### src/rtl/ula_sequencial_if.sv
// ----------------------------------------------------------------------------
// ula_sequencial_if
// Operand/result bundle between the operand/select registers and the
// sequential ULA.
//   master : drives start, A, B, Cin, Bin, Sel; observes S and the status
//   slave  : the ULA itself; takes the operands, returns S, Z, OV, COUT, ERR,
//            busy, done
// Parameter N : operand width (result width 2N); must match the ULA's N.
// ----------------------------------------------------------------------------
interface ula_sequencial_if #(
   parameter int N = 4
);
   logic           start;
   logic [N-1:0]   A;
   logic [N-1:0]   B;
   logic           Cin;
   logic           Bin;
   logic [2:0]     Sel;
   logic [2*N-1:0] S;
   logic           Z;
   logic           OV;
   logic           COUT;
   logic           ERR;
   logic           busy;
   logic           done;

   modport master (
      output start, A, B, Cin, Bin, Sel,
      input  S, Z, OV, COUT, ERR, busy, done
   );

   modport slave (
      input  start, A, B, Cin, Bin, Sel,
      output S, Z, OV, COUT, ERR, busy, done
   );
endinterface

### src/rtl/ula_sequencial.sv
// ----------------------------------------------------------------------------
// ula_sequencial
// Clocked N-bit ULA. Operands are latched on an accepted start strobe; the
// 2N-bit result and its flags are registered and announced by a one-cycle
// done pulse. soma/sub/logic and every error case take 1 cycle; mult
// (shift-add) and div/resto (restoring) iterate N cycles, plus one to publish.
// Ports:
//   clk  : rising-edge clock
//   rst  : synchronous reset, active-high; aborts any running operation
//   bus  : ula_sequencial_if.slave
//          start, A, B, Cin, Bin, Sel -> operands and request
//          S, Z, OV, COUT, ERR, busy, done <- registered result and status
// Sel: 000 soma, 001 sub, 010 mult, 011 div, 100 and, 101 or, 110 xor,
//      111 resto (only with ULA_RESTO_EN, otherwise reported as ERR)
// Build option: define ULA_RESTO_EN to make Sel=111 return the remainder.
// ----------------------------------------------------------------------------
module ula_sequencial #(
   parameter int N = 4
) (
   input logic            clk,
   input logic            rst,
   ula_sequencial_if.slave bus
);
   localparam int CNT_W = $clog2(N + 1);

   localparam logic [1:0] ST_IDLE = 2'd0;
   localparam logic [1:0] ST_CALC = 2'd1;
   localparam logic [1:0] ST_DONE = 2'd2;

   logic [1:0]       r_state;
   logic [CNT_W-1:0] r_cnt;
   logic [N-1:0]     r_a;
   logic [N-1:0]     r_b;
   logic             r_cin;
   logic             r_bin;
   logic [2:0]       r_sel;
   logic [2*N-1:0]   r_acc;
   logic [2*N-1:0]   r_mcand;
   logic [N-1:0]     r_mpl;
   logic [N-1:0]     r_q;
   logic [N-1:0]     r_rem;
   logic [2*N-1:0]   r_s;
   logic             r_z;
   logic             r_ov;
   logic             r_cout;
   logic             r_err;
   logic             r_busy;
   logic             r_done;

   logic             w_go_calc;
   logic [N:0]       w_sum;
   logic [N:0]       w_dif;
   logic [N:0]       w_trial;
   logic             w_ge;
   logic [2*N-1:0]   w_s;
   logic             w_ov;
   logic             w_cout;
   logic             w_err;

   // Only mult and a divide with a non-zero divisor need the iterative path;
   // divide-by-zero falls straight through to the 1-cycle error result.
   always_comb begin
      w_go_calc = 1'b0;
      case (bus.Sel)
         3'b010:  w_go_calc = 1'b1;
         3'b011:  w_go_calc = |bus.B;
`ifdef ULA_RESTO_EN
         3'b111:  w_go_calc = |bus.B;
`endif
         default: w_go_calc = 1'b0;
      endcase
   end

   // Restoring divider step: shift next dividend bit into the partial remainder.
   assign w_trial = {r_rem, r_q[N-1]};
   assign w_ge    = (w_trial >= {1'b0, r_b});

   assign w_sum = {1'b0, r_a} + {1'b0, r_b} + {{N{1'b0}}, r_cin};
   assign w_dif = {1'b0, r_a} - {1'b0, r_b} - {{N{1'b0}}, r_bin};

   always_comb begin
      w_s    = '0;
      w_ov   = 1'b0;
      w_cout = 1'b0;
      w_err  = 1'b0;
      case (r_sel)
         3'b000: begin
            w_s    = {{(N-1){1'b0}}, w_sum};
            w_cout = w_sum[N];
            w_ov   = (r_a[N-1] == r_b[N-1]) && (w_sum[N-1] != r_a[N-1]);
         end
         3'b001: begin
            w_s    = {{(N-1){1'b0}}, w_dif};
            w_cout = w_dif[N];
            w_ov   = (r_a[N-1] != r_b[N-1]) && (w_dif[N-1] != r_a[N-1]);
         end
         3'b010: begin
            w_s  = r_acc;
            w_ov = |r_acc[2*N-1:N];
         end
         3'b011: begin
            if (r_b == '0) w_err = 1'b1;
            else           w_s   = {{N{1'b0}}, r_q};
         end
         3'b100: w_s = {{N{1'b0}}, r_a & r_b};
         3'b101: w_s = {{N{1'b0}}, r_a | r_b};
         3'b110: w_s = {{N{1'b0}}, r_a ^ r_b};
         default: begin
`ifdef ULA_RESTO_EN
            if (r_b == '0) w_err = 1'b1;
            else           w_s   = {{N{1'b0}}, r_rem};
`else
            w_err = 1'b1;
`endif
         end
      endcase
   end

   always_ff @(posedge clk) begin
      if (rst) begin
         r_state <= ST_IDLE;
         r_cnt   <= '0;
         r_a     <= '0;
         r_b     <= '0;
         r_cin   <= 1'b0;
         r_bin   <= 1'b0;
         r_sel   <= '0;
         r_acc   <= '0;
         r_mcand <= '0;
         r_mpl   <= '0;
         r_q     <= '0;
         r_rem   <= '0;
         r_s     <= '0;
         r_z     <= 1'b0;
         r_ov    <= 1'b0;
         r_cout  <= 1'b0;
         r_err   <= 1'b0;
         r_busy  <= 1'b0;
         r_done  <= 1'b0;
      end else begin
         r_done <= 1'b0;
         case (r_state)
            ST_IDLE: begin
               if (bus.start && !r_busy) begin
                  r_a     <= bus.A;
                  r_b     <= bus.B;
                  r_cin   <= bus.Cin;
                  r_bin   <= bus.Bin;
                  r_sel   <= bus.Sel;
                  r_acc   <= '0;
                  r_mcand <= {{N{1'b0}}, bus.A};
                  r_mpl   <= bus.B;
                  r_q     <= bus.A;
                  r_rem   <= '0;
                  r_cnt   <= '0;
                  r_busy  <= 1'b1;
                  r_state <= w_go_calc ? ST_CALC : ST_DONE;
               end
            end
            ST_CALC: begin
               // Multiplier and divider datapaths both advance; r_sel picks
               // which one is published.
               if (r_mpl[0]) r_acc <= r_acc + r_mcand;
               r_mcand <= r_mcand << 1;
               r_mpl   <= r_mpl >> 1;
               r_rem   <= w_ge ? N'(w_trial - {1'b0, r_b}) : w_trial[N-1:0];
               r_q     <= {r_q[N-2:0], w_ge};
               r_cnt   <= r_cnt + CNT_W'(1);
               if (r_cnt == CNT_W'(N - 1)) r_state <= ST_DONE;
            end
            ST_DONE: begin
               r_s     <= w_s;
               r_z     <= (w_s == '0);
               r_ov    <= w_ov;
               r_cout  <= w_cout;
               r_err   <= w_err;
               r_done  <= 1'b1;
               r_busy  <= 1'b0;
               r_state <= ST_IDLE;
            end
            default: r_state <= ST_IDLE;
         endcase
      end
   end

   assign bus.S    = r_s;
   assign bus.Z    = r_z;
   assign bus.OV   = r_ov;
   assign bus.COUT = r_cout;
   assign bus.ERR  = r_err;
   assign bus.busy = r_busy;
   assign bus.done = r_done;
endmodule

### src/flat_wrapper.sv
// flat-port wrapper written by rule: the top's interface ports become plain ports
module ula_sequencial_flat 
#(
   parameter int N = 4
)
  (clk, rst, bus_start, bus_A, bus_B, bus_Cin, bus_Bin, bus_Sel, bus_S, bus_Z, bus_OV, bus_COUT, bus_ERR, bus_busy, bus_done);
  ula_sequencial_if #(.N(N)) bus_i ();
  input logic clk;
  input logic rst;
  input wire logic [$bits(bus_i.start)-1:0] bus_start;
  input wire logic [$bits(bus_i.A)-1:0] bus_A;
  input wire logic [$bits(bus_i.B)-1:0] bus_B;
  input wire logic [$bits(bus_i.Cin)-1:0] bus_Cin;
  input wire logic [$bits(bus_i.Bin)-1:0] bus_Bin;
  input wire logic [$bits(bus_i.Sel)-1:0] bus_Sel;
  output wire logic [$bits(bus_i.S)-1:0] bus_S;
  output wire logic [$bits(bus_i.Z)-1:0] bus_Z;
  output wire logic [$bits(bus_i.OV)-1:0] bus_OV;
  output wire logic [$bits(bus_i.COUT)-1:0] bus_COUT;
  output wire logic [$bits(bus_i.ERR)-1:0] bus_ERR;
  output wire logic [$bits(bus_i.busy)-1:0] bus_busy;
  output wire logic [$bits(bus_i.done)-1:0] bus_done;
  assign bus_i.start = bus_start;
  assign bus_i.A = bus_A;
  assign bus_i.B = bus_B;
  assign bus_i.Cin = bus_Cin;
  assign bus_i.Bin = bus_Bin;
  assign bus_i.Sel = bus_Sel;
  assign bus_S = bus_i.S;
  assign bus_Z = bus_i.Z;
  assign bus_OV = bus_i.OV;
  assign bus_COUT = bus_i.COUT;
  assign bus_ERR = bus_i.ERR;
  assign bus_busy = bus_i.busy;
  assign bus_done = bus_i.done;
  ula_sequencial #(.N(N)) u_core (.clk(clk), .rst(rst), .bus(bus_i));
endmodule
### config.mk
export PLATFORM = sky130hd
export DESIGN_NAME = ula_sequencial_flat
export DESIGN_NICKNAME = d
export VERILOG_FILES = /design/src/rtl/ula_sequencial_if.sv /design/src/rtl/ula_sequencial.sv /design/src/flat_wrapper.sv
export SDC_FILE = /design/constraint.sdc
export NUM_CORES = 1
export LEC_CHECK = 0
export BUFFER_PORTS_ARGS = -buffer_cell sky130_fd_sc_hd__buf_2
export CORE_AREA = 5 5 77 94
export DETAILED_ROUTE_END_ITERATION = 10
export DIE_AREA = 0 0 82 99
export PLACE_DENSITY_LB_ADDON = 0.15
export SYNTH_ARGS = -nofsm -noshare
export SYNTH_HDL_FRONTEND = slang
export SYNTH_SLANG_ARGS = --single-unit
### constraint.sdc
create_clock -name clk -period 3 [get_ports clk]
set_input_delay 0.15 -clock clk [delete_from_list [all_inputs] [get_ports clk]]
set_output_delay 0.15 -clock clk [all_outputs]
set_load 0.01 [all_outputs]
# [After elaboration in Yosys (flattened, before gate mapping)]
# Cells that the tools add are included.
[totals] reg_bits=60 inputBits=16 out_inout_bits=14 word_cells=94
[classes] n_addsub=7 magnitude_cmp=1 n_eq_ne=18 muxes=28 bitwise=3 n_reduce_logical=18
[op_table] cell="8-bit one-hot mux with 7 select lines" count=1
[op_table] cell="8-bit one-hot mux with 2 select lines" count=2
[op_table] cell="8-bit 2-to-1 mux" count=3
[op_table] cell="4-bit one-hot mux with 2 select lines" count=3
[op_table] cell="4-bit 2-to-1 mux" count=5
[op_table] cell="3-bit by 2-bit == test with 1-bit output, second input constant" count=5
[op_table] cell="3-bit == test, second input constant" count=3
[op_table] cell="8-bit adder" count=1
[op_table] cell="8-bit logical NOT" count=1
[op_table] cell="1-bit one-hot mux with 2 select lines" count=4
[op_table] cell="2-bit AND reduction" count=4
[op_table] cell="4-bit OR reduction" count=2
[op_table] cell="2-bit 2-to-1 mux" count=3
[op_table] cell="2-bit by 1-bit != test with 1-bit output, second input constant" count=3
[op_table] cell="3-bit one-hot mux with 2 select lines" count=1
[op_table] cell="6-bit OR reduction" count=1
[op_table] cell="4-bit by 4-bit adder with 5-bit output" count=1
[op_table] cell="5-bit by 1-bit adder with 5-bit output" count=1
[op_table] cell="5-bit by 4-bit greater-or-equal comparator with 1-bit output" count=1
[op_table] cell="4-bit by 4-bit subtractor with 5-bit output" count=1
[op_table] cell="5-bit by 1-bit subtractor with 5-bit output" count=1
[op_table] cell="4-bit AND" count=1
[op_table] cell="4-bit logical NOT" count=1
[op_table] cell="4-bit OR" count=1
[op_table] cell="18 further kinds" count=25

# [Longest topological paths before layout]
[logic_depth] ltp_word=5 mapped_depth=10 ltp_nobuf=10

# [Worst setup path after synthesis]
# Ideal clock, no wire load.
[synth_timing] path_type="flip-flop to flip-flop" from="reg u_core.r_b[0]" to="reg u_core.r_s[4] (netlist: u_core.bus.S[4])" setup_ns=0.137 arrival_ns=2.258 required_ns=2.863 slack_ns=0.605 stages_incl_launch_ff=11 path_buffers=0 synth_period_minus_slack_ns=2.395 cell_sequence="dfxtp_1 -> inv_1 -> fa_1 -> inv_1 -> ha_1 -> o21a_1 -> nor3_2 -> o21bai_1 -> xnor2_1 -> a221oi_1 -> a211oi_1"
[synth_between] elab_chain_cells=3 elab_cells_between_ends=5 classes_between="4 x add/sub; 1 x mux"
[synth_lines] element="start, declared" line="ula_sequencial.sv:33" source="logic [N-1:0] r_b;"
[synth_lines] element="start signal, assigned" line="ula_sequencial.sv:146" source="r_b <= bus.B;"
[synth_lines] element="4-bit by 4-bit subtractor with 5-bit output / 4-bit by 4-bit adder with 5-bit output (equally long branches)" line="ula_sequencial.sv:79, ula_sequencial.sv:78"
[synth_lines] element="5-bit by 1-bit subtractor with 5-bit output / 5-bit by 1-bit adder with 5-bit output (equally long branches)" line="ula_sequencial.sv:79, ula_sequencial.sv:78"
[synth_lines] element="8-bit one-hot mux with 7 select lines *" line="ula_sequencial.sv:86" source="case (r_sel)"
[synth_lines] element="end signal, assigned" line="ula_sequencial.sv:172" source="r_s <= w_s;"
[synth_lines] element="end, declared" line="ula_sequencial.sv:42" source="logic [2*N-1:0] r_s;"
# Every way passes the cells marked *; elsewhere a longest branch is shown, timed or not.
# A chain may end at the register's enable or synchronous reset.

# [Worst setup path after layout]
# Ends and elaborated chain as after synthesis.

==> results.toml <==
[timing]
max_freq_ghz = 0.3885
worstMarginPinSlew_ns = 0.9302
finalHoldViolCount = 0
rsz0062_at_grt = "no"
setup_slack_ns = 0.4261
finalSetupTns_ns = 0
fin_skew_ns = 0.006316
min_period_ns = 2.574
setup_viol = 0
slew_viol_final = 0
relSlewSlack = 0.3776
fin_crit_sh = 0.8580
whs_ns = 0.06022

[route]
ant_nets = 0
routed_via_density = 5.542
first_iter_violations = 200
drcViolationCount = 0
wire_per_inst_um = 14.85
vias = 2854
dr.pass1.iters = 5
wl_mm = 7.649

[grt]
grt_pass1_wl_mm = 13.03
overflow = 0
grt_max_degree = 42
first_global_vias = 2760
antenna_found_initial = 0
grt_util_all_layers = 0.2077

[synthesis]
synth.distinct_cells = 48
syn_area_per_cell_um2 = 8.224
ys_seq_area_frac = 0.3624
syn_nets = 451
synth_async_sr_flop_share = 0
yosysWarnings = 0
ys_seq_elements = 60
synth_area_mm2 = 0.003314
synth_edf_count = 0
ys.flop_type = "dfxtp_1"
synthCells = 403

[critical_path]
worstSetupEndpointType = "flip-flop"
cp_common_cell = "inv_1"
crit_buf_inv = 2
worst_ep_required_time_ns = 3.22
cp-startpoint = "u_core.r_b[0]"
crit_family = "compound AO/OA/AOI/OAI gates"
worstSetupStartpointType = "flip-flop"
slowest_stage = "fa_1"
max_stage_delay_ns = 0.53
r2r_start = "u_core.r_b[0]"
cp_max_fo = 6
cp.arrival_ns = 2.79
cp_cell_sequence = "inv_1 -> fa_1 -> inv_1 -> ha_1 -> o21a_1 -> nor3_2 -> o21bai_1 -> xnor2_1 -> a221oi_1 -> a211oi_1"
setup.worst_path.class = "flip-flop to flip-flop"

[floorplanning]
core_mm2 = 0.006246
start_util = 0.5306
fp.dieArea_mm2 = 0.008118
row_count = 32
die_w_um = 82
io_pins = 30
fp.dieH_um = 99

[place]
place_ws_ns = 0.4246
io_buffers = 29
gp_congestion = 0.9030
placed_area_mm2 = 0.003507
dp_hpwl_mm = 5.797

[finish]
fillers = 599
fin_area_mm2 = 0.003676
drive_above_1_share = 0.1256
antenna_cells = 0
fin_nets = 473
area.growth.synth_to_final_pct = 10.91

[outcome]
outcome = "finished, final reports clean"

[min_path]
hp-start = "bus_Cin"
worstHoldPathType = "input pin to flip-flop"

[cts]
cts_max_level = 3
numCtsBuffers = 9
clock_path_buffers = 2
clock-root-buffer = "clkbuf_8"
holdBufCountCts = 0
cts_tree = "built"
cts.sinks = 60
clk_pin_slew_ns = 0.07
clock_latency_ns = 0.34
cts_setup_buffers = 0
cts_resized = 0

[pwr]
powerDensity_mw_per_mm2 = 507.9
total_power_uw = 1867
p_leak_uw = 0.001496
peakVddDrop_mv = 0.2914

[flow_run]
drv_cap = 0
[cell type report]
type / count / area (um2) / share of cell area
Tap cell: 85 / 106.4 / 0.02893
Sequential cell: 60 / 1201 / 0.3268
Clock inverter: 5 / 27.53 / 0.007488
Timing Repair Buffer: 33 / 175.2 / 0.04765
Inverter: 21 / 78.83 / 0.02144
Clock buffer: 11 / 141.4 / 0.03846
Multi-Input combinational cell: 300 / 1946 / 0.5293
[synthesized netlist by cell type (all sizes together) (2+ instances only)]
| library cell | count | area (um2) |
|---|---|---|
| xor2 | 7 | 61.31 |
| or3 | 4 | 25.02 |
| a21o | 6 | 45.04 |
| o21ai | 9 | 45.04 |
| o2111ai | 3 | 26.28 |
| o21bai | 2 | 15.01 |
| o21a | 2 | 15.01 |
| a22oi | 6 | 45.04 |
| ha | 27 | 337.8 |
| nor3 | 9 | 55.05 |
| nand2 | 72 | 270.3 |
| nand2b | 8 | 50.05 |
| nand3 | 10 | 50.05 |
| a211oi | 6 | 57.56 |
| mux2i | 7 | 70.07 |
| o31ai | 2 | 15.01 |
| o22ai | 2 | 12.51 |
| o211ai | 2 | 15.01 |
| clkbuf | 17 | 63.81 |
| and2 | 2 | 12.51 |
| dfxtp | 60 | 1201 |
| nor2b | 3 | 18.77 |
| a21oi | 41 | 205.2 |
| buf | 5 | 25.02 |
| xnor2 | 8 | 70.07 |
| nor2 | 28 | 105.1 |
| a31oi | 12 | 75.07 |
| o41ai | 2 | 17.52 |
| nor4 | 3 | 25.02 |
| inv | 21 | 78.82 |
| fa | 5 | 100.1 |
[flip-flops by register name, indices dropped and copies added (netlist names)]
register and cells:
u_core.bus.done 1, u_core.r_a 4, u_core.r_state 2, u_core.r_q 4, u_core.r_b 4, u_core.r_acc 8, u_core.bus.Z 1, u_core.r_sel 3
u_core.r_mpl 4, u_core.r_mcand 8, u_core.bus.COUT 1, u_core.bus.S 8, u_core.bus.ERR 1, u_core.r_cin 1, u_core.r_rem 4, u_core.r_bin 1
u_core.r_cnt 3, u_core.bus.busy 1, u_core.bus.OV 1
[layout by cell type (no fill, tap or decap), types with 6 or more instances in the layout]
master / synthesis / final
nand2_1: 72 / 72
dfxtp_1: 60 / 60
a21oi_1: 41 / 41
buf_2: 5 / 29
nor2_1: 28 / 28
ha_1: 27 / 27
inv_1: 20 / 20
a31oi_1: 12 / 12
nand3_1: 10 / 10
clkbuf_8: 0 / 10
nand2b_1: 8 / 8
xnor2_1: 8 / 8
xor2_1: 7 / 7
mux2i_1: 7 / 7
nor3_1: 7 / 7
a21o_1: 6 / 6
o21ai_0: 6 / 6
a22oi_1: 6 / 6
[tightest hold or removal path: stages]
cell     delay (ns)
buf_2          0.10
nand2_1        0.05
a21oi_1        0.05
[kinds of logic (layout without fill, tap and decap cells)]
logic type      Yosys count  after routing  share of synthesized area
flops                    60             60                     0.3624
simple gates            142            142                     0.1906
fa+ha+maj                32             32                     0.1321
compound gates          103            103                     0.2001
xor+xnor                 15             15                    0.03964
mux                       8              8                    0.02454
buf+inv                  43             70                    0.05058
[per-stage QoR]
stage / utilization / instances
floorplan: - / 403
global route: 0.5885 / 515
global placement: 0.5615 / 499
finish: 0.5885 / 515
CTS: 0.5885 / 515
detailed placement: 0.5615 / 499
[per-layer routing]
| layer | part of all wire | vias to the layer above | track usage |
|---|---|---|---|
| li1 | - | 1451 | - |
| met1 | 0.45 | 1333 | 0.2652 |
| met2 | 0.48 | 57 | 0.3410 |
| met3 | 0.049 | 13 | 0.03748 |
| met4 | 0.019 | 0 | 0.08184 |
| met5 | 0 | - | 0 |
[report_power, final]
part	leakage, uW	switching [uW]	internal, uW	total [uW]
Sequential	0.000488	48.1	836	884
Combinational	0.000918	204	145	349
Clock	0.0000889	318	316	634
Total	0.00150	570	1300	1870
[final timing paths]
check                                  endpoint  slack [ns]  depth (start not counted)
worst max register to register  u_core.bus.S[4]        0.43                         10
worst max-delay path            u_core.bus.S[4]        0.43                         10
worst min register to register   u_core.bus.ERR        0.45                          2
worst min-delay path               u_core.r_cin        0.06                          3
(Power assumes the default switching activity.)
